[src/rtl/sort_pkg.sv]
// Shared types for the sorting-bin job scheduler: bin codes, FSM states and the move command.
package sort_pkg;

    typedef enum logic [1:0] {
        BIN_NONE    = 2'd0,
        BIN_METAL   = 2'd1,
        BIN_PLASTIC = 2'd2,
        BIN_GLASS   = 2'd3
    } bin_t;

    typedef enum logic [1:0] {
        D_IDLE,
        D_WINDOW,
        D_CLASSIFY,
        D_HOLD
    } detect_state_t;

    typedef enum logic [1:0] {
        I_IDLE,
        I_OFFER,
        I_WAIT
    } issue_state_t;

    typedef struct packed {
        logic [15:0] steps;
        logic        dir;
        bin_t        bin;
    } move_cmd_t;

    // Capacitive presence is implied; inductive-without-photo is an unknown item and is rejected.
    function automatic bin_t classify(input logic cap, input logic ind, input logic photo);
        bin_t b;
        b = BIN_NONE;
        if (cap) begin
            case ({ind, photo})
                2'b11:   b = BIN_METAL;
                2'b01:   b = BIN_PLASTIC;
                2'b00:   b = BIN_GLASS;
                default: b = BIN_NONE;
            endcase
        end
        return b;
    endfunction

endpackage

[src/rtl/sort_job_scheduler_if.sv]
// Move-command handshake between the scheduler and the stepper executor.
interface sort_job_scheduler_if;
    import sort_pkg::*;

    logic        move_valid;
    logic        move_ready;
    logic [15:0] move_steps;
    logic        move_dir;
    bin_t        move_bin;
    logic        move_done;

    modport master (
        output move_valid, move_steps, move_dir, move_bin,
        input  move_ready, move_done
    );

    modport slave (
        input  move_valid, move_steps, move_dir, move_bin,
        output move_ready, move_done
    );

endinterface

[src/rtl/sort_job_fifo.sv]
// Synchronous FIFO of bin codes; a push into a full FIFO is accepted when a pop happens in the same cycle.
module sort_job_fifo
    import sort_pkg::*;
#(
    parameter int DEPTH = 4
) (
    input  logic                   clk,
    input  logic                   rst,
    input  logic                   push,
    input  logic                   pop,
    input  bin_t                   din,
    output bin_t                   head,
    output logic                   full,
    output logic                   empty,
    output logic [$clog2(DEPTH):0] count
);

    localparam int AW = $clog2(DEPTH);

    bin_t           mem [DEPTH];
    logic [AW-1:0]  wr_ptr;
    logic [AW-1:0]  rd_ptr;
    logic           push_ok;
    logic           pop_ok;

    assign full    = (count == (AW+1)'(DEPTH));
    assign empty   = (count == '0);
    assign push_ok = push && (!full || pop);
    assign pop_ok  = pop && !empty;
    assign head    = mem[rd_ptr];

    always_ff @(posedge clk) begin
        if (push_ok) mem[wr_ptr] <= din;
    end

    always_ff @(posedge clk or posedge rst) begin
        if (rst) begin
            wr_ptr <= '0;
            rd_ptr <= '0;
            count  <= '0;
        end else begin
            if (push_ok) wr_ptr <= wr_ptr + 1'b1;
            if (pop_ok)  rd_ptr <= rd_ptr + 1'b1;
            case ({push_ok, pop_ok})
                2'b10:   count <= count + 1'b1;
                2'b01:   count <= count - 1'b1;
                default: count <= count;
            endcase
        end
    end

endmodule

[src/rtl/sort_job_scheduler.sv]
// Sensor classification and one-at-a-time move issue for the sorting-bin stepper.
// detect FSM:  D_IDLE     | waiting for capacitive detect
//              D_WINDOW   | accumulating sticky sensor flags
//              D_CLASSIFY | one cycle: classify and push (or flag overflow)
//              D_HOLD     | wait for capacitive release before re-arming
// issue FSM:   I_IDLE     | nothing offered
//              I_OFFER    | command offered, payload held until ready
//              I_WAIT     | command accepted, waiting for done
module sort_job_scheduler
    import sort_pkg::*;
#(
    parameter int SYNC_STAGES   = 2,
    parameter int WINDOW_CYC    = 1000,
    parameter int FIFO_DEPTH    = 4,
    parameter int STEPS_METAL   = 300,
    parameter int STEPS_PLASTIC = 300,
    parameter int STEPS_GLASS   = 1000
) (
    input  logic                        clk,
    input  logic                        rst,
    input  logic                        capacitive,
    input  logic                        inductive,
    input  logic                        photo,
    sort_job_scheduler_if.master        move,
    output logic                        busy,
    output logic [$clog2(FIFO_DEPTH):0] fifo_count,
    output logic                        overflow
);

    localparam int CW = $clog2(WINDOW_CYC + 1);

    logic [SYNC_STAGES-1:0] cap_sync, ind_sync, photo_sync;
    logic                   cap_s, ind_s, photo_s;

    detect_state_t  d_state, d_next;
    issue_state_t   i_state, i_next;
    logic [CW-1:0]  win_cnt;
    logic           win_tc;
    logic           flag_cap, flag_ind, flag_photo;
    bin_t           cls_bin;
    logic           push, pop, ovf_set, load_cmd;
    logic           fifo_full, fifo_empty;
    bin_t           fifo_head;
    move_cmd_t      cmd_q;

    function automatic move_cmd_t decode(input bin_t b);
        move_cmd_t c;
        c = '0;
        c.bin = b;
        case (b)
            BIN_METAL:   begin c.steps = 16'(STEPS_METAL);   c.dir = 1'b0; end
            BIN_PLASTIC: begin c.steps = 16'(STEPS_PLASTIC); c.dir = 1'b1; end
            BIN_GLASS:   begin c.steps = 16'(STEPS_GLASS);   c.dir = 1'b0; end
            default:     c = '0;
        endcase
        return c;
    endfunction

    // Capacitive is active-low, so its chain idles high.
    always_ff @(posedge clk or posedge rst) begin
        if (rst) begin
            cap_sync   <= '1;
            ind_sync   <= '0;
            photo_sync <= '0;
        end else begin
            cap_sync   <= {cap_sync[SYNC_STAGES-2:0], capacitive};
            ind_sync   <= {ind_sync[SYNC_STAGES-2:0], inductive};
            photo_sync <= {photo_sync[SYNC_STAGES-2:0], photo};
        end
    end

    assign cap_s   = cap_sync[SYNC_STAGES-1];
    assign ind_s   = ind_sync[SYNC_STAGES-1];
    assign photo_s = photo_sync[SYNC_STAGES-1];
    assign win_tc  = (win_cnt == '0);
    assign cls_bin = classify(flag_cap, flag_ind, flag_photo);

    always_ff @(posedge clk or posedge rst) begin
        if (rst) begin
            d_state    <= D_IDLE;
            i_state    <= I_IDLE;
            win_cnt    <= '0;
            flag_cap   <= 1'b0;
            flag_ind   <= 1'b0;
            flag_photo <= 1'b0;
            overflow   <= 1'b0;
            cmd_q      <= '0;
        end else begin
            d_state <= d_next;
            i_state <= i_next;
            if (d_state == D_IDLE && !cap_s) begin
                flag_cap   <= 1'b1;
                flag_ind   <= ind_s;
                flag_photo <= photo_s;
                win_cnt    <= CW'(WINDOW_CYC - 1);
            end else if (d_state == D_WINDOW) begin
                flag_cap   <= flag_cap | ~cap_s;
                flag_ind   <= flag_ind | ind_s;
                flag_photo <= flag_photo | photo_s;
                if (!win_tc) win_cnt <= win_cnt - 1'b1;
            end
            if (ovf_set)  overflow <= 1'b1;
            if (load_cmd) cmd_q    <= decode(fifo_head);
        end
    end

    always_comb begin
        i_next   = i_state;
        pop      = 1'b0;
        load_cmd = 1'b0;
        case (i_state)
            I_IDLE:  if (!fifo_empty) begin
                         i_next   = I_OFFER;
                         load_cmd = 1'b1;
                     end
            I_OFFER: if (move.move_ready) begin
                         pop    = 1'b1;
                         i_next = I_WAIT;
                     end
            I_WAIT:  if (move.move_done) i_next = I_IDLE;
            default: i_next = I_IDLE;
        endcase
    end

    always_comb begin
        d_next  = d_state;
        push    = 1'b0;
        ovf_set = 1'b0;
        case (d_state)
            D_IDLE:     if (!cap_s) d_next = D_WINDOW;
            D_WINDOW:   if (win_tc) d_next = D_CLASSIFY;
            D_CLASSIFY: begin
                d_next = D_HOLD;
                if (cls_bin != BIN_NONE) begin
                    if (fifo_full && !pop) ovf_set = 1'b1;
                    else                   push    = 1'b1;
                end
            end
            D_HOLD:     if (cap_s) d_next = D_IDLE;
            default:    d_next = D_IDLE;
        endcase
    end

    sort_job_fifo #(.DEPTH(FIFO_DEPTH)) u_fifo (
        .clk   (clk),
        .rst   (rst),
        .push  (push),
        .pop   (pop),
        .din   (cls_bin),
        .head  (fifo_head),
        .full  (fifo_full),
        .empty (fifo_empty),
        .count (fifo_count)
    );

    assign move.move_valid = (i_state == I_OFFER);
    assign move.move_steps = cmd_q.steps;
    assign move.move_dir   = cmd_q.dir;
    assign move.move_bin   = cmd_q.bin;
    assign busy            = (i_state == I_WAIT);

endmodule
[src/flat_wrapper.sv]
// flat-port wrapper written by rule: the top's interface ports become plain ports
module sort_job_scheduler_flat import sort_pkg::*;
#(
    parameter int SYNC_STAGES   = 2,
    parameter int WINDOW_CYC    = 1000,
    parameter int FIFO_DEPTH    = 4,
    parameter int STEPS_METAL   = 300,
    parameter int STEPS_PLASTIC = 300,
    parameter int STEPS_GLASS   = 1000
)
  (clk, rst, capacitive, inductive, photo, busy, fifo_count, overflow, move_move_valid, move_move_steps, move_move_dir, move_move_bin, move_move_ready, move_move_done);
  sort_job_scheduler_if move_i ();
  input  logic clk;
  input  logic rst;
  input  logic capacitive;
  input  logic inductive;
  input  logic photo;
  output logic busy;
  output logic [$clog2(FIFO_DEPTH):0] fifo_count;
  output logic overflow;
  output wire logic [$bits(move_i.move_valid)-1:0] move_move_valid;
  output wire logic [$bits(move_i.move_steps)-1:0] move_move_steps;
  output wire logic [$bits(move_i.move_dir)-1:0] move_move_dir;
  output wire logic [$bits(move_i.move_bin)-1:0] move_move_bin;
  input wire logic [$bits(move_i.move_ready)-1:0] move_move_ready;
  input wire logic [$bits(move_i.move_done)-1:0] move_move_done;
  assign move_move_valid = move_i.move_valid;
  assign move_move_steps = move_i.move_steps;
  assign move_move_dir = move_i.move_dir;
  assign move_move_bin = move_i.move_bin;
  assign move_i.move_ready = move_move_ready;
  assign move_i.move_done = move_move_done;
  sort_job_scheduler #(.SYNC_STAGES(SYNC_STAGES), .WINDOW_CYC(WINDOW_CYC), .FIFO_DEPTH(FIFO_DEPTH), .STEPS_METAL(STEPS_METAL), .STEPS_PLASTIC(STEPS_PLASTIC), .STEPS_GLASS(STEPS_GLASS)) u_core (.clk(clk), .rst(rst), .capacitive(capacitive), .inductive(inductive), .photo(photo), .move(move_i), .busy(busy), .fifo_count(fifo_count), .overflow(overflow));
endmodule
[config.mk]
export PLATFORM = sky130hd
export DESIGN_NAME = sort_job_scheduler_flat
export DESIGN_NICKNAME = d
export VERILOG_FILES = /design/src/rtl/sort_pkg.sv /design/src/rtl/sort_job_scheduler_if.sv /design/src/rtl/sort_job_fifo.sv /design/src/rtl/sort_job_scheduler.sv /design/src/flat_wrapper.sv
export SDC_FILE = /design/constraint.sdc
export NUM_CORES = 1
export LEC_CHECK = 0
export CAP_MARGIN = 30
export CORE_ASPECT_RATIO = 2
export CORE_MARGIN = 8
export CORE_UTILIZATION = 25
export CTS_CLUSTER_DIAMETER = 100
export CTS_CLUSTER_SIZE = 24
export DETAILED_ROUTE_END_ITERATION = 7
export GPL_ROUTABILITY_DRIVEN = 1
export PLACE_DENSITY = 0.47
export SLEW_MARGIN = 20
export SYNTH_ARGS = -nofsm -noshare
export SYNTH_HDL_FRONTEND = slang
export SYNTH_SLANG_ARGS = --single-unit
[constraint.sdc]
create_clock -name clk -period 3 [get_ports clk]
set_clock_uncertainty 0.05 [all_clocks]
set_input_delay 0.6 -clock clk [delete_from_list [all_inputs] [get_ports clk]]
set_output_delay 0.6 -clock clk [all_outputs]
set_load 0.005 [all_outputs]
# Word level (Yosys, flattened, before mapping)
# Memories as Yosys holds them, arrays and structs flattened.
# Cells that the tools add are included.
# word_totals
reg_bits	50
mem_bits_rw	8
input_bits	7
output_inout_bits	25
elab_cells	101
memories	1
# classes
n_addsub	5
eq_ne	20
n_mux	34
bitwise	4
n_reduce_logical	21
# memory_table
name	depth	word_bits	rd	rd_ports_with_merged_regs	wr	line	text
u_core.u_fifo.mem	4	2	1	0	1	sort_job_fifo.sv:20	bin_t mem [DEPTH];
# op_table
cell	count
$pmux 11 s3	1
$mux 10	3
$mux 1	18
$mux 2	8
$eq 2x2->1 const B	7
$pmux 2 s3	2
$eq 2x1->1 const B	5
$logic_not 10->1	1
$sub 10x1->10 const B	1
$ne 2x1->1 const B	4
$pmux 2 s4	1
$logic_not 2->1	3
$ne 2x2->1 const B	3
$pmux 3 s2	1
$reduce_and 3->1	2
$reduce_bool 2->1	3
$add 2x1->2 const B	2
$logic_and 1x1->1	4
$logic_not 1->1	4
$add 3x1->3 const B	1
$eq 3x3->1 const B	1
$logic_not 3->1	1
$or 1x1->1	3
$reduce_or 3->1	1
other kinds (4)	4

# Logic depth before layout (Yosys ltp)
# Gate-level depths: netlist of the first run.
# depth
ltp_word	10
mapped_depth	12

# Cells and area by module
# From an unflattened synthesis of the first run, not the netlist that was laid out.
# unflattened
hier_cells	198
area_unflattened_um2	2332.2
# by_module_without_submodules
mod	instances	cells_each	area_each_um2	seq_area_each_um2
sort_job_scheduler	1	149	1605.3	753.2
sort_job_fifo	1	49	726.9	415.4

# Least setup slack after synthesis of the first run
# No wires, ideal clock.
# synth_timing
path_type	register to register
from	reg u_core.flag_photo
to	reg u_core.u_fifo.count[2]
setup_ps	79
arrival_time_ps	2092
required_time_ps	2871
slack_ps	778
stages_incl_launch_ff	13
path_buffers	0
synth_period_minus_slack_ps	2222
cell_sequence	dfrtp_1 > inv_1 > ha_1 > o21bai_1 > a21oi_1 > and2_1 > inv_1 > ha_1 > inv_1 > fa_1 > xor2_1 > nor2_1 > xor2_1
# synth_via
elab_chain_len	9
# synth_rtl
item	line	text
start: declaration	sort_job_scheduler.sv:39	logic flag_cap, flag_ind, flag_photo;
start signal: assignment	sort_job_scheduler.sv:94	flag_photo <= photo_s;
start signal: assignment	sort_job_scheduler.sv:99	flag_photo <= flag_photo | photo_s;
$eq 2x1->1, or another cell as far along	sort_pkg.sv:35	case ({ind, photo})
$pmux 2 s3 (*)	sort_pkg.sv:35	
$mux 2 (*)	sort_pkg.sv:34	if (cap) begin
$reduce_bool 2->1 (*)	sort_job_scheduler.sv:134	if (cls_bin != BIN_NONE) begin
$mux 1 (*)	sort_job_scheduler.sv:134	
$mux 1 (*)	sort_job_scheduler.sv:129	case (d_state)
$logic_and 1x1->1 (*)	sort_job_fifo.sv:28	assign push_ok = push && (!full || pop);
$eq 2x1->1 / $eq 2x2->1 (equally long branches)	sort_job_fifo.sv:44	case ({push_ok, pop_ok})
$pmux 3 s2 / $reduce_bool 2->1 (equally long branches)	--	
end signal: assignment	sort_job_fifo.sv:45	2'b10: count <= count + 1'b1;
end signal: assignment	sort_job_fifo.sv:46	2'b01: count <= count - 1'b1;
end signal: assignment	sort_job_fifo.sv:47	default: count <= count;
end: declaration	sort_job_fifo.sv:15	output logic [$clog2(DEPTH):0] count
# Mark *: on every way between the ends. The rest lies on a longest branch, timed or not.
# A chain may end at the register's enable or synchronous reset.

# Worst setup path in the final report of the first run
# layout_timing
from	in move_move_ready
to	reg u_core.u_fifo.count[2]
# layout_via
elab_chain_len	10
# layout_rtl
item	line	text
start: declaration	flat_wrapper.sv:25	input wire logic [$bits(move_i.move_ready)-1:0] move_move_ready;
$mux 1 (*)	sort_job_scheduler.sv:116	I_OFFER: if (move.move_ready) begin
$mux 1 (*)	sort_job_scheduler.sv:111	case (i_state)
$logic_not 1->1	sort_job_scheduler.sv:135	if (fifo_full && !pop) ovf_set = 1'b1;
$logic_and 1x1->1	sort_job_scheduler.sv:135	
$mux 1	sort_job_scheduler.sv:135	
$mux 1	sort_job_scheduler.sv:134	
$mux 1	sort_job_scheduler.sv:129	
$logic_and 1x1->1	sort_job_fifo.sv:28	
$eq 2x1->1 / $eq 2x2->1 (equally long branches)	sort_job_fifo.sv:44	
$pmux 3 s2 / $reduce_bool 2->1 (equally long branches)	--	
# Marks and branches as above.

==> out/results.env, run 1 <==
MOST_NUMEROUS_CELL_TYPES_IN_THE_SYNTHESIZED_NETLIST='sky130_fd_sc_hd__dfrtp_1, sky130_fd_sc_hd__inv_1, sky130_fd_sc_hd__ha_1'
CTS.PATH.MAX_BUFFERS=2
REPLACE_CONGESTION=0.706
SYNTH-WARNING-COUNT=0
NUM_ANTENNA_CELLS=0
SETUP.WORST_PATH.START_CLASS='primary input'
ROUTE.VIAS.TOTAL=1442
MAX-SLEW-MARGIN-REL_PCT=55.1
CELLINTERNALPOWER_mW=1.35
COUNT_OF_TRITONROUTE_ITERATIONS_IN_THE_FIRST_ROUTING_PASS=4
FRACTION_OF_LAYOUT_INSTANCES_USING_A_DRIVE_STRENGTH_ABOVE_1_PCT=11.2
TOTALNEGATIVESETUPSLACK_PS=0
PWR-SHARE-CLK_PCT=28.7
SYNTHESIZED_AREA_FRACTION_OCCUPIED_BY_XOR_AND_XNOR_CELLS_PCT=3.08
REPORT.FINAL.SETUP_VIOL=0
DRV_SLEW=0
CELLPOWERDENSITY_mW_PER_MM2=700
LEAKAGE_nW=1.18
CTS_SETUP_BUFFERS=0
SYNTHARSTFLOPSHARE_PCT=82.2
HOLD_CLASS='flop to flop'
POWER.NET_SWITCHING_mW=0.546
WORST-R2R-SETUP-SLACK_PS=660
CTS.HTREE.LEVELS=2
PORT_BUFFERS=22
POST_SYNTH.CELL_AREA_AVG_SQ_UM=11.4
DRT-VIAS-PER-INSTANCE=4.44
GRT_FIRST_PASS_WIRELENGTH_UM=7540
PATH_CELLS='clkdlybuf4s50_1 -> nand3b_1 -> nand3_1 -> and2_1 -> inv_1 -> ha_1 -> inv_1 -> fa_1 -> xor2_1 -> nor2_1 -> xor2_1'
DIEHEIGHT_UM=151
CRIT_PATH_END_KIND='flop'
SYNTH_SIMPLE_GATE_AREA_SHARE_PCT=13.2
MIN_PATH_CELLS=0
REPORT.POWER.TOTAL_mW=1.89
NNETSFINAL=247
PLACE.DETAILED.HPWL_UM=3380
CLOCKROOTBUFFER='sky130_fd_sc_hd__clkbuf_16'
UTILIZATION_PCT=30.2
WORST-SETUP-PATH-TYPE='primary input to flop'
CTS.CLK_SLEW.WORST_PATHS_PS=60
MAXCAPVIOLCOUNT=0
GRT-OVFL-TOTAL=0
WORST_R2R_PATH_DEPTH=12
STANDARD_CELL_ROW_COUNT=49
LARGEST_FAMILY_OF_LOGIC_CELLS_BY_SYNTHESIZED_AREA='simple AND/OR/NAND/NOR gates'
WIRE_PER_INST_UM=13.4
SYNTH.AREA.TOP_CELLS='sky130_fd_sc_hd__dfrtp_1, sky130_fd_sc_hd__edfxtp_1, sky130_fd_sc_hd__ha_1, sky130_fd_sc_hd__buf_4, sky130_fd_sc_hd__inv_1'
POSTROUTEANTENNANETS=0
RUN_STATUS='finished clean'
SYNTH.DISTINCT_CELLS=44
ENDPOINTS_FAILING_HOLD=0
NETLIST.AREA_LEADER.SHARE_PCT=38.5
POWER_SWITCHING_SHARE_PCT=28.9
CP_DATA_ARRIVAL_TIME_PS=2640
HOLD_START='u_core.ind_sync[0]$_DFF_PP0_'
FIRST_GLOBAL_VIAS=1599
YOSYS_REGISTER_BITS=45
CTS_HOLD_BUF=0
SYNTHFLOPTYPE='sky130_fd_sc_hd__dfrtp_1'
DRT_ITER0_DRC=69
GRT_START_MAX_NET_PINS=38
TIGHTEST_SLEW_PS=668
REG2REG_FROM='u_core.flag_photo$_DFFE_PP0P_'
IO-PIN-COUNT=32
CLKSINKCOUNT=45
SYNTH_ENABLE_FLOP_CELLS=8
YOSYS.AREA_SHARE.ADDER_PCT=10.2
FRACTION_OF_THE_MAPPED_NETLIST_AREA_IN_COMPOUND_GATES_PCT=8.86
TOTAL_DIE_AREA_SQ_MM=0.0126
CLK_LATENCY_PS=290
HOLD_WS_PS=297
FMAX_MHz=404
DETAIL_ROUTE.WIRELENGTH_UM=4350
NUMCTSBUFFERS=5
HOLD_END='u_core.ind_sync[1]$_DFF_PP0_'
MIN_PERIOD_PS=2480
SEQPWRFRAC_PCT=42.5
POST-SYNTH-TOP-COUNT-CELL='sky130_fd_sc_hd__dfrtp_1'
MAX-VDD-IR-DROP_uV=264
LAYOUT-AREA-OVERHEAD-VS-SYNTH_PCT=19.0
ANTENNA_FOUND_INITIAL=0
SYNTH_AREA_SQ_MM=0.00227
INITIAL_CORE_UTIL_PCT=25.4
NUM-FILL-CELLS=938
TIMING.CRITICAL_PATH.SLOWEST_STAGE_CELL='sky130_fd_sc_hd__clkdlybuf4s50_1'
WORST-ENDPOINT-REQUIRED_PS=3160
ROUTE.DETAILED.DRC=0
CRIT_FANOUT=6
FINAL_MIN_PERIOD_OVER_CLOCK_PERIOD_PCT=82.6
DIE_W_UM=83.5
POST-SYNTH-TOP-AREA-CELL='sky130_fd_sc_hd__dfrtp_1'
POST_SYNTH_MUX_AREA_SHARE_PCT=5.01
GRT.TOTAL_USAGE_PCT=7.29
FINISHED_CELL_AREA_SQ_MM=0.00271
DETAILED_PLACE.AREA_SQ_MM=0.00256
COMB_POWER_SHARE_PCT=28.8
WORSTREG2REGEND='u_core.u_fifo.count[2]$_DFFE_PP0P_'
POSTSYNTHCELLCOUNT=199
YS_SEQ_AREA_SHARE_PCT=51.4
POST_CTS_RESIZED=0
PLACEABLECOREAREA_SQ_MM=0.00895
CPPEAKSTAGEDELAY_PS=410
SETUP_REPAIR_AFTER_GLOBAL_ROUTING_MISSED_ITS_MARGIN='no'
CTS_TREE='yes'
==> how the worst max path moves through the flow <==
stage	endpoint	slack, ps	startpoint	cells after the start
2_1_floorplan	u_core.u_fifo.count[2]$_DFFE_PP0P_	780	u_core.flag_photo$_DFFE_PP0P_	12
3_3_place_gp	u_core.u_fifo.count[2]$_DFFE_PP0P_	250	move_move_ready	11
3_5_place_dp	u_core.u_fifo.count[2]$_DFFE_PP0P_	230	move_move_ready	11
4_1_cts	u_core.u_fifo.count[2]$_DFFE_PP0P_	520	move_move_ready	11
5_1_grt	u_core.u_fifo.count[2]$_DFFE_PP0P_	360	move_move_ready	11
6_report	u_core.u_fifo.count[2]$_DFFE_PP0P_	520	move_move_ready	11
==> through the flow <==
stage,setup slack (ps),std cells
after floorplan,778,207
after global placement,249,317
after detailed placement,231,317
after CTS,522,325
after global routing,361,325
final,522,325
==> worst max-delay path, delay by kind of cell <==
family,cells,cell delay [ps]
buf+inv,3,530
simple gates,4,680
xor+xnor,2,290
fa+ha+maj,2,540
==> power groups by stage <==
stage | logic [mW] | clock network (mW) | registers [mW]
after floorplan | 0.341 | 0 | 0.801
after global placement | 0.555 | 0 | 0.822
after detailed placement | 0.560 | 0 | 0.822
after CTS | 0.563 | 0.566 | 0.811
after global routing | 0.619 | 0.589 | 0.820
final | 0.545 | 0.544 | 0.804
==> layout make-up <==
class / instances / area (sq um) / share of cell area, %
Clock buffer: 5 / 125 / 4.62
Clock inverter: 3 / 22.5 / 0.832
Sequential cell: 45 / 1170 / 43.2
Multi-Input combinational cell: 126 / 952 / 35.2
Inverter: 20 / 75.1 / 2.77
Tap cell: 102 / 128 / 4.72
Timing Repair Buffer: 24 / 235 / 8.69
==> placed cells by master, fill, tap and decap left out, drive strengths merged, types with 4 or more instances in the layout <==
cell type	instances
o21ai	8
clkdlybuf4s50	22
ha	17
a21oi	4
dfrtp	35
xnor2	5
nand3	5
nor2	13
clkbuf	5
edfxtp	8
nand2	10
mux2	4
and3	4
nand2b	6
a22o	4
inv	20
conb	9
==> cell families after synthesis <==
logic type	after synthesis
AOI/OAI and AO/OA	28
xor gates and xnor gates	8
adders and majority gates	18
buffers and inverters	36
DFF	45
muxes	8
other	1
and+or+nand+nor	55
==> flip-flops by register name (all words and copies together) (netlist names) <==
register / count
u_core.u_fifo.count: 3
u_core.flag_photo: 1
u_core.move.move_dir: 1
u_core.flag_ind: 1
u_core.u_fifo.rd_ptr: 2
u_core.win_cnt: 10
u_core.u_fifo.wr_ptr: 2
u_core.d_state: 2
u_core.move.move_steps: 3
u_core.overflow: 1
u_core.u_fifo.mem: 8
u_core.cap_sync: 2
u_core.ind_sync: 2
u_core.move.move_bin: 2
u_core.flag_cap: 1
u_core.photo_sync: 2
u_core.i_state: 2
==> layer usage <==
| metal | part of all wire (%) | global-route usage [%] |
|---|---|---|
| met1 | 35 | 6.33 |
| met2 | 59 | 14.7 |
| met3 | 5.1 | 2.64 |
| met4 | 0.85 | 2.35 |
| met5 | 0 | 0 |
No activity file was read; power rests on OpenSTA's default activity.
==> inputs of run 2 (changes only) <==
Settings changed: PLACE_DENSITY 0.47 to 0.48.
Clock period 3 ns to 2.2 ns, I/O delays scaled along.
==> out/results.env, run 2 (synthesis results as in run 1) <==
WORST_R2R_PATH_DEPTH=12  # unchanged
FINAL_MIN_PERIOD_OVER_CLOCK_PERIOD_PCT=97.5
NNETSFINAL=260  # was 247
TIGHTEST_SLEW_PS=630  # was 668 ps
WIRE_PER_INST_UM=13.8  # was 13.4 um
REPORT.FINAL.SETUP_VIOL=0  # unchanged
FMAX_MHz=466
RUN_STATUS='finished clean'  # unchanged
MAX-SLEW-MARGIN-REL_PCT=57.6  # was 55.1%
SETUP_REPAIR_AFTER_GLOBAL_ROUTING_MISSED_ITS_MARGIN='yes'  # was no
ANTENNA_FOUND_INITIAL=0  # unchanged
ROUTE.VIAS.TOTAL=1487  # was 1442
ENDPOINTS_FAILING_HOLD=0  # unchanged
PORT_BUFFERS=22  # unchanged
NUM_ANTENNA_CELLS=0  # unchanged
INITIAL_CORE_UTIL_PCT=25.4  # unchanged
WORST-ENDPOINT-REQUIRED_PS=2350  # was 3160 ps
UTILIZATION_PCT=32.5  # was 30.2%
DRT_ITER0_DRC=62  # was 69
WORST-R2R-SETUP-SLACK_PS=60  # was 660 ps
CTS.CLK_SLEW.WORST_PATHS_PS=60  # about the same
LAYOUT.CELLS.MOST_COMMON_LIST='sky130_fd_sc_hd__dfrtp_1, sky130_fd_sc_hd__clkdlybuf4s50_1, sky130_fd_sc_hd__inv_1'  # was sky130_fd_sc_hd__dfrtp_1, sky130_fd_sc_hd__clkdlybuf4s50_1, sky130_fd_sc_hd__inv_1, sky130_fd_sc_hd__ha_1, sky130_fd_sc_hd__nor2_1
MIN_PERIOD_PS=2140
DRT-VIAS-PER-INSTANCE=4.40  # was 4.44
WORSTREG2REGEND='u_core.u_fifo.count[2]$_DFFE_PP0P_'  # unchanged
IO-PIN-COUNT=32  # unchanged
CP_DATA_ARRIVAL_TIME_PS=2300  # was 2640 ps
PLACE_WS_PS=-273  # was 231 ps
MULTIINPUTGATEAREA_SQ_MM=0.00103  # was 952 sq um
LEAKAGE_nW=1.26  # was 1.18 nW
DRV_SLEW=0  # unchanged
MAX-VDD-IR-DROP_uV=308  # was 264 uV
GRT-OVFL-TOTAL=0  # unchanged
CLOCKROOTBUFFER='sky130_fd_sc_hd__clkbuf_16'  # unchanged
CLKSINKCOUNT=45  # unchanged
HOLD_END='u_core.ind_sync[1]$_DFF_PP0_'  # unchanged
WORST-SETUP-PATH-TYPE='flop to flop'  # was primary input to flop
ROUTE.DETAILED.DRC=0  # unchanged
CTS_TREE='yes'  # unchanged
LAYOUT-AREA-OVERHEAD-VS-SYNTH_PCT=27.9  # was 19.0%
LARGEST_REGISTER_FFS=10  # unchanged
NUM-FILL-CELLS=934  # was 938
HOLD_CLASS='flop to flop'  # unchanged
REG2REG_FROM='u_core.flag_ind$_DFFE_PP0P_'  # was u_core.flag_photo$_DFFE_PP0P_
PLACEABLECOREAREA_SQ_MM=0.00895  # unchanged
FRACTION_OF_LAYOUT_INSTANCES_USING_A_DRIVE_STRENGTH_ABOVE_1_PCT=21.6  # was 11.2%
WORST_SLACK_PS=56.1  # was 522 ps
CELLPOWERDENSITY_mW_PER_MM2=950  # was 700 mW/mm^2
COUNT_OF_TRITONROUTE_ITERATIONS_IN_THE_FIRST_ROUTING_PASS=4  # unchanged
DIEHEIGHT_UM=151  # unchanged
MAX_FLOP_REGISTER='u_core.win_cnt'  # unchanged
GRT_FIRST_PASS_WIRELENGTH_UM=7580  # was 7540 um
REPLACE_CONGESTION=0.695  # was 0.706
FIRST_GLOBAL_VIAS=1619  # was 1599
DIE_W_UM=83.5  # unchanged
CTS.HTREE.LEVELS=2  # unchanged
FINAL-SEQ-AREA_SQ_MM=0.00117  # about the same
HOLD_START='u_core.ind_sync[0]$_DFF_PP0_'  # unchanged
NUMCTSBUFFERS=5  # unchanged
CTS.PATH.MAX_BUFFERS=2  # unchanged
PLACE.DETAILED.HPWL_UM=3480  # was 3380 um
CTS_HOLD_BUF=0  # unchanged
POSTROUTEANTENNANETS=0  # unchanged
CRIT_FANOUT=2  # was 6
BIGGESTREGSBYFLOPS='u_core.win_cnt (10), u_core.u_fifo.mem (8)'  # unchanged
STANDARD_CELL_ROW_COUNT=49  # unchanged
TOTAL_DIE_AREA_SQ_MM=0.0126  # unchanged
SETUP.WORST_PATH.START_CLASS='flop'  # was primary input
DETAIL_ROUTE.WIRELENGTH_UM=4660  # was 4350 um
MAXCAPVIOLCOUNT=0  # unchanged
CRIT_PATH_END_KIND='flop'  # unchanged
GRT.TOTAL_USAGE_PCT=7.49  # was 7.29%
LAYOUT_COMMONEST_CELL='sky130_fd_sc_hd__dfrtp_1'  # unchanged
MIN_PATH_CELLS=0  # unchanged
CLK_LATENCY_PS=290  # about the same
GRT_START_MAX_NET_PINS=38  # unchanged
[run 2: changes by cell type in the layout (fill, tap and decap cells not counted), sizes merged]
cell / previous run / this run
clkinvlp: 3 / 0
clkbuf: 5 / 6
clkinv: 0 / 1
buf: 2 / 15
bufinv: 0 / 1
[run 2: how the worst max path moves through the flow]
stage | slack (ps) | startpoint | cells past startpoint | end
finish | 60 | u_core.flag_ind$_DFFE_PP0P_ | 12 | u_core.u_fifo.count[2]$_DFFE_PP0P_
global route | -70 | u_core.flag_ind$_DFFE_PP0P_ | 12 | u_core.u_fifo.count[2]$_DFFE_PP0P_
floorplan | 1 | u_core.flag_photo$_DFFE_PP0P_ | 12 | u_core.u_fifo.count[2]$_DFFE_PP0P_
detailed placement | -270 | move_move_ready | 11 | u_core.u_fifo.count[2]$_DFFE_PP0P_
CTS | 3 | u_core.flag_ind$_DFFE_PP0P_ | 12 | u_core.u_fifo.count[2]$_DFFE_PP0P_
global placement | -210 | move_move_ready | 11 | u_core.u_fifo.count[2]$_DFFE_PP0P_
[run 2: per-layer routing]
metal / share of wire (%) / wire length, um / up-vias / track usage [%]
met3: 4.8 / 223 / 7 / 2.64
met5: 0 / 0 / - / 0
met2: 59 / 2730 / 27 / 14.8
met4: 1.6 / 76 / 0 / 3.13
li1: - / - / 726 / -
met1: 35 / 1630 / 727 / 6.58
[run 2: critical path: stages, from the launching register on]
cell,delay [ps]
sky130_fd_sc_hd__dfrtp_1,380
sky130_fd_sc_hd__inv_2,80
sky130_fd_sc_hd__ha_4,170
sky130_fd_sc_hd__o21bai_4,140
sky130_fd_sc_hd__a21oi_2,80
sky130_fd_sc_hd__and2_4,170
sky130_fd_sc_hd__inv_4,50
sky130_fd_sc_hd__ha_4,130
sky130_fd_sc_hd__inv_2,40
sky130_fd_sc_hd__fa_2,320
sky130_fd_sc_hd__xor2_1,140
sky130_fd_sc_hd__nor2_1,120
sky130_fd_sc_hd__xor2_1,180
[run 2: layout make-up]
| class | instances | share of cell area [%] |
|---|---|---|
| clock buffer | 6 | 4.43 |
| clock inverter | 2 | 1.20 |
| inverter | 20 | 2.75 |
| multi-input combinational | 126 | 35.3 |
| sequential | 45 | 40.2 |
| tap | 102 | 4.39 |
| timing repair buffer | 37 | 11.7 |
[run 2: power breakdown]
group          total [mW]  internal, mW  switching, mW
Clock               0.842         0.534          0.308
Combinational       0.837         0.501          0.336
Sequential           1.08         0.975          0.109
Total                2.76          2.01          0.753
[run 2: timing repair]
action                     in CTS  in global routing
setup endpoints to repair       1                  1
setup buffers                   1                  1
pin swaps                       7                  9
resized for setup              11                 10
cloned                          0                  0
[run 2: through the flow]
step	instance area [sq um]	TNS, ps	std cells	total power, mW	hold slack (ps)
6_report	2910	0	338	2.76	298
5_1_grt	2910	-69.2	338	2.95	318
4_1_cts	2870	0	338	2.82	301
3_5_place_dp	2650	-361	329	1.93	286
3_3_place_gp	2650	-291	329	1.93	284
2_1_floorplan	2310	0	207	1.56	281
==> inputs of run 3 (changes only) <==
Settings changed: GPL_ROUTABILITY_DRIVEN 1 to 0, MAX_ROUTING_LAYER from default to met4.
==> out/results.env, run 3 (synthesis results as in run 1) <==
NUM_ANTENNA_CELLS=0  # unchanged
CTS_TREE='yes'  # unchanged
WORST_R2R_PATH_DEPTH=12  # unchanged
DIE_W_UM=83.5  # unchanged
ROUTE.VIAS.TOTAL=1495  # was 1487
FINISHED_CELL_AREA_SQ_MM=0.00291  # unchanged
REPORT.FINAL.SETUP_VIOL=0  # unchanged
CPPEAKSTAGEDELAY_PS=380  # about the same
GRT.TOTAL_USAGE_PCT=7.70  # was 7.49%
WORSTREG2REGEND='u_core.u_fifo.count[2]$_DFFE_PP0P_'  # unchanged
GRT_START_MAX_NET_PINS=38  # unchanged
CTS.CLK_SLEW.WORST_PATHS_PS=60  # about the same
WORST-ENDPOINT-REQUIRED_PS=2350  # about the same
CLK_LATENCY_PS=290  # about the same
REG2REG_FROM='u_core.flag_ind$_DFFE_PP0P_'  # unchanged
LAYOUT.CELLS.MOST_COMMON_LIST='sky130_fd_sc_hd__dfrtp_1, sky130_fd_sc_hd__clkdlybuf4s50_1, sky130_fd_sc_hd__inv_1'  # unchanged
BIGGESTREGSBYFLOPS='u_core.win_cnt (10), u_core.u_fifo.mem (8)'  # unchanged
CTS_HOLD_BUF=0  # unchanged
CP_DATA_ARRIVAL_TIME_PS=2300  # about the same
MIN_PERIOD_PS=2140  # about the same
COUNT_OF_TRITONROUTE_ITERATIONS_IN_THE_FIRST_ROUTING_PASS=4  # unchanged
MIN_PATH_CELLS=0  # unchanged
RUN_STATUS='finished clean'  # unchanged
PATH_CELLS='inv_2 -> ha_4 -> o21bai_4 -> a21oi_2 -> and2_4 -> inv_4 -> ha_4 -> inv_2 -> fa_2 -> xor2_1 -> nor2_1 -> xor2_1'  # unchanged
DIEHEIGHT_UM=151  # unchanged
MAX_FLOP_REGISTER='u_core.win_cnt'  # unchanged
SETUP.WORST_PATH.START_CLASS='flop'  # unchanged
CLKSINKCOUNT=45  # unchanged
HOLD_WS_PS=298  # about the same
CTS.HTREE.LEVELS=2  # unchanged
LARGEST_REGISTER_FFS=10  # unchanged
TIGHTEST_SLEW_PS=630  # about the same
SETUP_REPAIR_AFTER_GLOBAL_ROUTING_MISSED_ITS_MARGIN='yes'  # unchanged
PLACEABLECOREAREA_SQ_MM=0.00895  # unchanged
IO-PIN-COUNT=32  # unchanged
WORST_SLACK_PS=55.7  # was 56.1 ps
DRT-VIAS-PER-INSTANCE=4.42  # was 4.40
INITIAL_CORE_UTIL_PCT=25.4  # unchanged
CELLPOWERDENSITY_mW_PER_MM2=950  # about the same
CRITICAL_PATH.N_BUFFERS_INVERTERS=3  # unchanged
FMAX_MHz=466  # about the same
DRT_ITER0_DRC=60  # was 62
REPORT.POWER.TOTAL_mW=2.76  # about the same
HOLD_END='u_core.ind_sync[1]$_DFF_PP0_'  # unchanged
ROUTE.DETAILED.DRC=0  # unchanged
HOLD_CLASS='flop to flop'  # unchanged
TIMING.CRITICAL_PATH.SLOWEST_STAGE_CELL='sky130_fd_sc_hd__dfrtp_1'  # unchanged
GRT_FIRST_PASS_WIRELENGTH_UM=7600  # was 7580 um
CTS.PATH.MAX_BUFFERS=2  # unchanged
MAXCAPVIOLCOUNT=0  # unchanged
DRV_SLEW=0  # unchanged
DETAIL_ROUTE.WIRELENGTH_UM=4670  # was 4660 um
PLACE.DETAILED.HPWL_UM=3480  # unchanged
WORST-R2R-SETUP-SLACK_PS=60  # about the same
MAX-SLEW-MARGIN-REL_PCT=57.6  # about the same
PLACE_WS_PS=-273  # unchanged
MAX-VDD-IR-DROP_uV=307  # was 308 uV
GRT-OVFL-TOTAL=0  # unchanged
UTILIZATION_PCT=32.5  # unchanged
POSTROUTEANTENNANETS=0  # unchanged
HOLD_START='u_core.ind_sync[0]$_DFF_PP0_'  # unchanged
NUMCTSBUFFERS=5  # unchanged
LAYOUT_COMMONEST_CELL='sky130_fd_sc_hd__dfrtp_1'  # unchanged
WORST-SETUP-PATH-TYPE='flop to flop'  # unchanged
STANDARD_CELL_ROW_COUNT=49  # unchanged
NNETSFINAL=260  # unchanged
CRIT_FANOUT=2  # unchanged
PORT_BUFFERS=22  # unchanged
FRACTION_OF_LAYOUT_INSTANCES_USING_A_DRIVE_STRENGTH_ABOVE_1_PCT=21.6  # unchanged
CLOCKROOTBUFFER='sky130_fd_sc_hd__clkbuf_16'  # unchanged
TOTAL_DIE_AREA_SQ_MM=0.0126  # unchanged
FINAL_MIN_PERIOD_OVER_CLOCK_PERIOD_PCT=97.5  # about the same
WIRE_PER_INST_UM=13.8  # about the same
LEAKAGE_nW=1.26  # unchanged
LAYOUT-AREA-OVERHEAD-VS-SYNTH_PCT=27.9  # unchanged
ANTENNA_FOUND_INITIAL=0  # unchanged
ENDPOINTS_FAILING_HOLD=0  # unchanged
FIRST_GLOBAL_VIAS=1617  # was 1619
CRIT_PATH_END_KIND='flop'  # unchanged
CRITICAL-PATH-TOP-DELAY-FAMILY='adder cells'  # unchanged
DETAILED_PLACE.AREA_SQ_MM=0.00265  # unchanged
-- run 3: cell counts in the layout (fill, tap and decap cells not counted) --
Identical to the previous run, type by type.
-- run 3: final cells by class --
cell class                 instances  area (sq um)
timing repair buffer              37           340
tap                              102           128
clock buffer                       6           129
sequential                        45          1170
fill                             934          6040
clock inverter                     2          35.0
inverter                          20          80.1
multi-input combinational        126          1030
-- run 3: report_power, final --
group          internal, mW  switching [mW]  leakage, nW
clock network         0.534           0.309       0.0808
registers             0.975           0.109        0.475
logic                 0.501           0.336        0.704
total                  2.01           0.754         1.26
-- run 3: worst max-delay path by stage --
stage	slack [ps]	cells past startpoint	endpoint	startpoint
floorplan	1	12	u_core.u_fifo.count[2]$_DFFE_PP0P_	u_core.flag_photo$_DFFE_PP0P_
global placement	-210	11	u_core.u_fifo.count[2]$_DFFE_PP0P_	move_move_ready
detailed placement	-270	11	u_core.u_fifo.count[2]$_DFFE_PP0P_	move_move_ready
CTS	3	12	u_core.u_fifo.count[2]$_DFFE_PP0P_	u_core.flag_ind$_DFFE_PP0P_
global route	-70	12	u_core.u_fifo.count[2]$_DFFE_PP0P_	u_core.flag_ind$_DFFE_PP0P_
finish	60	12	u_core.u_fifo.count[2]$_DFFE_PP0P_	u_core.flag_ind$_DFFE_PP0P_
-- run 3: what timing repair did --
item,4_1_cts,5_1_grt
endpoints found under the hold margin,0,0
cloned,0,0
pin swaps,7,9
gates resized for setup,11,10
buffers inserted,1,1
endpoints found under the setup margin,1,1
-- run 3: through the flow --
step	setup TNS [ps]	cells
global route	-70.7	338
global placement	-291	329
CTS	0	338
finish	0	338
floorplan	0	207
detailed placement	-361	329
-- run 3: layer usage --
layer / vias to the layer above / global-route usage (%) / share of wire, %
li1: 726 / - / -
met1: 733 / 6.64 / 35
met2: 28 / 14.7 / 58
met3: 8 / 2.64 / 4.7
met4: 0 / 3.13 / 1.6
met5: - / - / 0
